[config.mk]
export PLATFORM = sky130hd
export DESIGN_NAME = mem_stage
export DESIGN_NICKNAME = d
export VERILOG_FILES = /design/src/rtl/riscv8_pkg.sv /design/src/rtl/data_memory.sv /design/src/rtl/mem_stage.sv
export SDC_FILE = /design/constraint.sdc
export NUM_CORES = 2
export LEC_CHECK = 0
export CAP_MARGIN = 0
export CORE_ASPECT_RATIO = 0.7
export CORE_MARGIN = 2
export CORE_UTILIZATION = 55
export CTS_CLUSTER_DIAMETER = 150
export DETAILED_ROUTE_END_ITERATION = 8
export GPL_TIMING_DRIVEN = 0
export PLACE_DENSITY = 0.69
export SLEW_MARGIN = 5
export SYNTH_ARGS = -nofsm -noshare
export SYNTH_HDL_FRONTEND = slang
export SYNTH_SLANG_ARGS = --single-unit
[constraint.sdc]
create_clock -name clock -period 3.4 [get_ports clock]
set_input_delay 0.34 -clock clock [delete_from_list [all_inputs] [get_ports clock]]
set_output_delay 0.34 -clock clock [all_outputs]
set_load 0.1 [all_outputs]
[src/rtl/riscv8_pkg.sv]
// Shared definitions for the 8-bit RISC-V pipeline: data/register widths,
// the memory-mapped LED address, and the MEM/WB pipeline register bundle.
package riscv8_pkg;

  localparam int DATA_W     = 8;
  localparam int REG_ADDR_W = 5;

  // Full 8-bit address decoded as the LED register when MMIO is built in
  localparam logic [DATA_W-1:0] MMIO_LED_ADDR = 8'hFF;

  // Everything the write-back stage needs, captured at the end of MEM
  typedef struct packed {
    logic [DATA_W-1:0]     read_data;
    logic [DATA_W-1:0]     alu_result;
    logic [REG_ADDR_W-1:0] write_register;
    logic                  mem_to_reg;
    logic                  reg_write;
  } mem_wb_t;

endpackage

[src/rtl/data_memory.sv]
// Byte-wide data memory: synchronous write, asynchronous read.
// The array has no reset; contents are undefined until written.
module data_memory #(
  parameter int DEPTH = 256
) (
  input  logic                     clock,
  input  logic                     we,
  input  logic [$clog2(DEPTH)-1:0] addr,
  input  logic [7:0]               wdata,
  output logic [7:0]               rdata
);

  logic [7:0] mem [DEPTH];

  // Store the write data on the rising edge when the write enable is set
  always_ff @(posedge clock) begin
    if (we) begin
      mem[addr] <= wdata;
    end
  end

  // Reads see the array before any write on the same edge lands
  assign rdata = mem[addr];

endmodule

[src/rtl/mem_stage.sv]
// MEM stage of the 8-bit RISC-V pipeline.
// Resolves branches combinationally, performs data-memory loads/stores, and
// registers the MEM/WB bundle that drives the write-back mux.
// Optional feature: define MEM_MMIO_LED_EN to add an LED output register
// mapped at address 8'hFF (stores update led_out, loads return it).
import riscv8_pkg::*;

module mem_stage #(
  parameter int PC_SIZE = 10,
  parameter int DEPTH   = 256
) (
  input  logic                  clock,
  input  logic                  reset,
  input  logic [PC_SIZE-1:0]    PC_jump,
  input  logic                  zero,
  input  logic [DATA_W-1:0]     ALU_result,
  input  logic [DATA_W-1:0]     write_data,
  input  logic [REG_ADDR_W-1:0] write_register_in,
  input  logic                  branch_in,
  input  logic                  mem_read_in,
  input  logic                  mem_write_in,
  input  logic                  mem_to_reg_in,
  input  logic                  reg_write_in,
  output logic                  pc_src,
  output logic [PC_SIZE-1:0]    branch_target,
  output logic [REG_ADDR_W-1:0] write_register_out,
  output logic                  reg_write_out,
`ifdef MEM_MMIO_LED_EN
  output logic [DATA_W-1:0]     wb_write_data,
  output logic [DATA_W-1:0]     led_out
`else
  output logic [DATA_W-1:0]     wb_write_data
`endif
);

  localparam int ADDR_W = $clog2(DEPTH);

  logic [ADDR_W-1:0] mem_addr;
  logic              mem_we;
  logic [DATA_W-1:0] mem_rdata;
  logic [DATA_W-1:0] load_value;
  mem_wb_t           mem_wb_q;

  // Upper address bits are dropped so accesses wrap modulo DEPTH
  assign mem_addr = ALU_result[ADDR_W-1:0];

  // Branch decision and target pass straight through; flushing lives in IF/ID
  assign pc_src        = branch_in & zero;
  assign branch_target = PC_jump;

`ifdef MEM_MMIO_LED_EN
  logic              led_hit;
  logic [DATA_W-1:0] led_q;

  // The LED register is decoded on the full 8-bit address, not the wrapped one
  assign led_hit    = (ALU_result == MMIO_LED_ADDR);
  assign mem_we     = mem_write_in & ~led_hit;
  assign load_value = led_hit ? led_q : mem_rdata;
  assign led_out    = led_q;

  // LED register captures stores aimed at its address
  always_ff @(posedge clock or negedge reset) begin
    if (!reset) begin
      led_q <= '0;
    end else if (mem_write_in && led_hit) begin
      led_q <= write_data;
    end
  end
`else
  assign mem_we     = mem_write_in;
  assign load_value = mem_rdata;
`endif

  data_memory #(
    .DEPTH (DEPTH)
  ) u_data_memory (
    .clock (clock),
    .we    (mem_we),
    .addr  (mem_addr),
    .wdata (write_data),
    .rdata (mem_rdata)
  );

  // MEM/WB register; read_data only updates on loads so it holds otherwise,
  // and on a read+write edge it captures the pre-write contents
  always_ff @(posedge clock or negedge reset) begin
    if (!reset) begin
      mem_wb_q <= '0;
    end else begin
      mem_wb_q.read_data      <= mem_read_in ? load_value : mem_wb_q.read_data;
      mem_wb_q.alu_result     <= ALU_result;
      mem_wb_q.write_register <= write_register_in;
      mem_wb_q.mem_to_reg     <= mem_to_reg_in;
      mem_wb_q.reg_write      <= reg_write_in;
    end
  end

  // Write-back mux, also feeding the EXE forwarding path
  assign wb_write_data      = mem_wb_q.mem_to_reg ? mem_wb_q.read_data : mem_wb_q.alu_result;
  assign write_register_out = mem_wb_q.write_register;
  assign reg_write_out      = mem_wb_q.reg_write;

endmodule

==> results.txt <==
P_int: 40.8 mW
Util after Layout: 64.9%
Die width: 461 um
Via count: 46294
Post-layout nets: 4178
Logic pwr share: 7.5%
Crit path time final: 3.72 ns
Clock Power Share: 39.7%
Number of buffers created by CTS: 184
IO Count: 64
Worst Max-Slew Pin Slew: 1.56 ns
Crit. End Element: flop
Hold crit path type: in -> reg
Worst skew pair latency: 0.85 ns
Area Overhead vs Synth: 17.1%
Reg power frac: 52.8%
Final Non-Filler Cells: 6262
CTS Sinks: 2071
DP Cell Count: 5799
Static leakage: 29.5 nW
WS Path Type: in -> reg
Worst setup margin: -0.325 ns
Avg Inst Size Synth: 21.4 um^2
Gr ovfl total: 0
Worst vdd ir: 0.567 mV
Syn Nets: 3798
Die Y: 324 um
Remaining DRCs: 0
Core area: 0.145 mm^2
Routed WL per cell: 46.8 um
Layout cell share with drive strength beyond 1: 33.8%
Worst slew margin: -3.79%
H-tree depth: 4
Final period util: 110%
Clock buffer depth: 3
Critical Path AT: 4.46 ns
Status: complete, but fails checks
Detailed Routing Iterations Pass 1: 7
First-pass GRT wire length: 383 mm
Antenna Nets Post-Route: 0
Antenna violations before repair: 17
Setup Viol. Count Final: 538
Post-synth EDFFs: 2048
Post-synthesis async set-or-reset flop share: 1.11%
Mapped Cells: 3759
Commonest cells after routing, fill and taps aside: edfxtp_1, mux4_2, clkbuf_16
Drt total wl: 293 mm
Violated checks: max-capacitance violations, max-slew violations, negative setup slack
Root buf cell: clkbuf_16
Reg clk slew, reported paths: 0.07 ns
PortBufs: 53
Leading cell type in the layout, fill and taps excluded: edfxtp_1
Power per Cell Area: 565 mW/mm^2
CTS tree: built
Ys Warns: 0
Sw power: 12.5 mW
Final max-slew violation count: 11
Post-route cell area: 0.0943 mm^2
Detailed Route Iter0 Violations: 10092
Total Power: 53.3 mW
Vias in the first global route: 41720
Setup Skew: 0.0365 ns
Startpoint types: primary input
DP HPWL: 188 mm
Global Route Usage Sum: 39.6%
Post-placement setup slack: -2.92 ns
Largest net degree at the start of global routing: 150
Primary FF master, synth: edfxtp_1
Initial Util: 55.4%
FF+latch count, synth: 2071
Hold Slack: 0.00273 ns
Sum Neg Setup Slack: -22.64 ns
Sw frac: 23.5%
DIE AREA: 0.149 mm^2
Sequential cell area fraction in the yosys report: 77.1%
Netlist cell types: 59
Vias/cell: 7.39
Crit path max fanout: 10
Req. time, crit path: 4.14 ns
Final hold violation count: 0
Post-synthesis instance area: 0.0805 mm^2
Row Count: 117
RSZ-0062 raised after global routing: true
Maximum achievable frequency: 268 MHz
Gp weighted congestion: 1.07
Placed Area: 0.0842 mm^2
Max-cap check violation count: 1
[metal layers]
layer  global-route usage, %  wire [um]
met5                   0.641        138
met4                    18.0      15500
met3                    23.4      60400
met2                    50.2     115000
met1                    54.5     102000
[worst max-delay path: stages]
cell             delay, ns
clkdlybuf4s50_1       0.49
buf_4                 0.23
buf_4                 0.29
buf_8                 0.34
buf_6                 0.32
buf_8                 0.33
mux2i_2               0.54
a22oi_1               0.13
a21oi_1               0.45
a21oi_1               0.21
o211a_1               0.40
o32a_1                0.30
[path summary, 6_finish.rpt]
path                                                     from                                 end  slack [ns]  cells past startpoint
hold reg to reg                      mem_wb_q[17]$_DFFE_PN0P_            mem_wb_q[17]$_DFFE_PN0P_        0.59                      1
max in group asynchronous                               reset              mem_wb_q[11]$_DFF_PN0_        2.64                      2
hold / removal                                  write_data[5]  u_data_memory.mem[76][5]$_DFFE_PP_       0.003                      1
min in group asynchronous                               reset     write_register_out[4]$_DFF_PN0_        0.17                      2
setup / recovery                                ALU_result[1]            mem_wb_q[17]$_DFFE_PN0P_       -0.32                     12
setup reg to reg           u_data_memory.mem[79][2]$_DFFE_PP_            mem_wb_q[17]$_DFFE_PN0P_        0.49                      7
[power groups by stage]
stage	registers [mW]	logic, mW	clock network [mW]
floorplan	28.7	1.59	0
global placement	29.0	3.44	0
detailed placement	28.7	3.54	0
CTS	28.2	3.71	20.9
global route	28.1	3.92	21.9
finish	28.2	4.00	21.1
[logic make-up (layout without fill, tap and decap cells)]
group / count (synthesis) / in the layout / synth area share (%)
mux: 679 / 679 / 16.3
buf+inv: 243 / 768 / 1.71
compound gates: 222 / 222 / 1.94
other cells: 0 / 15 / 0
flops: 2071 / 2071 / 77.1
simple gates: 544 / 544 / 2.90
[timing repair]
action | 4_1_cts | 5_1_grt
endpoints found under the hold margin | 117 | 0
pin swaps | 64 | 27
hold buffers | 14 | 0
resized for setup | 584 | 118
endpoints found under the setup margin | 2056 | 1655
gates cloned | 1 | 1
setup buffers | 84 | 21
[cells in the mapped netlist (all sizes together) (10+ instances only)]
cell type	instances	area [um^2]
edfxtp	2048	61500
a31oi	10	62.6
clkbuf	77	289
o22ai	43	269
nand3	50	250
nand2	131	492
mux2i	154	1540
a22oi	32	240
dfrtp	23	576
nor3	46	230
a21oi	37	185
mux4	505	11400
a32oi	23	201
buf	161	1070
nor2b	14	87.6
o21ai	20	100
nor2	261	990
mux2	20	225
[sequential cells by signal, indices dropped and copies added (netlist names)]
register,cells
u_data_memory.mem,2048
reg_write_out,1
mem_wb_q,17
write_register_out,5
[cell type report]
type,count,area (um^2)
multi-input cells,1445,19100
fillers,9353,51100
clock buffers,235,4930
clock inverters,96,942
flip-flops and latches,2071,62100
diodes,15,37.5
plain buffers,234,2020
well taps,1963,2460
repair buffers,198,2680
inverters,5,23.8
Power figures use the tool's default switching activity.
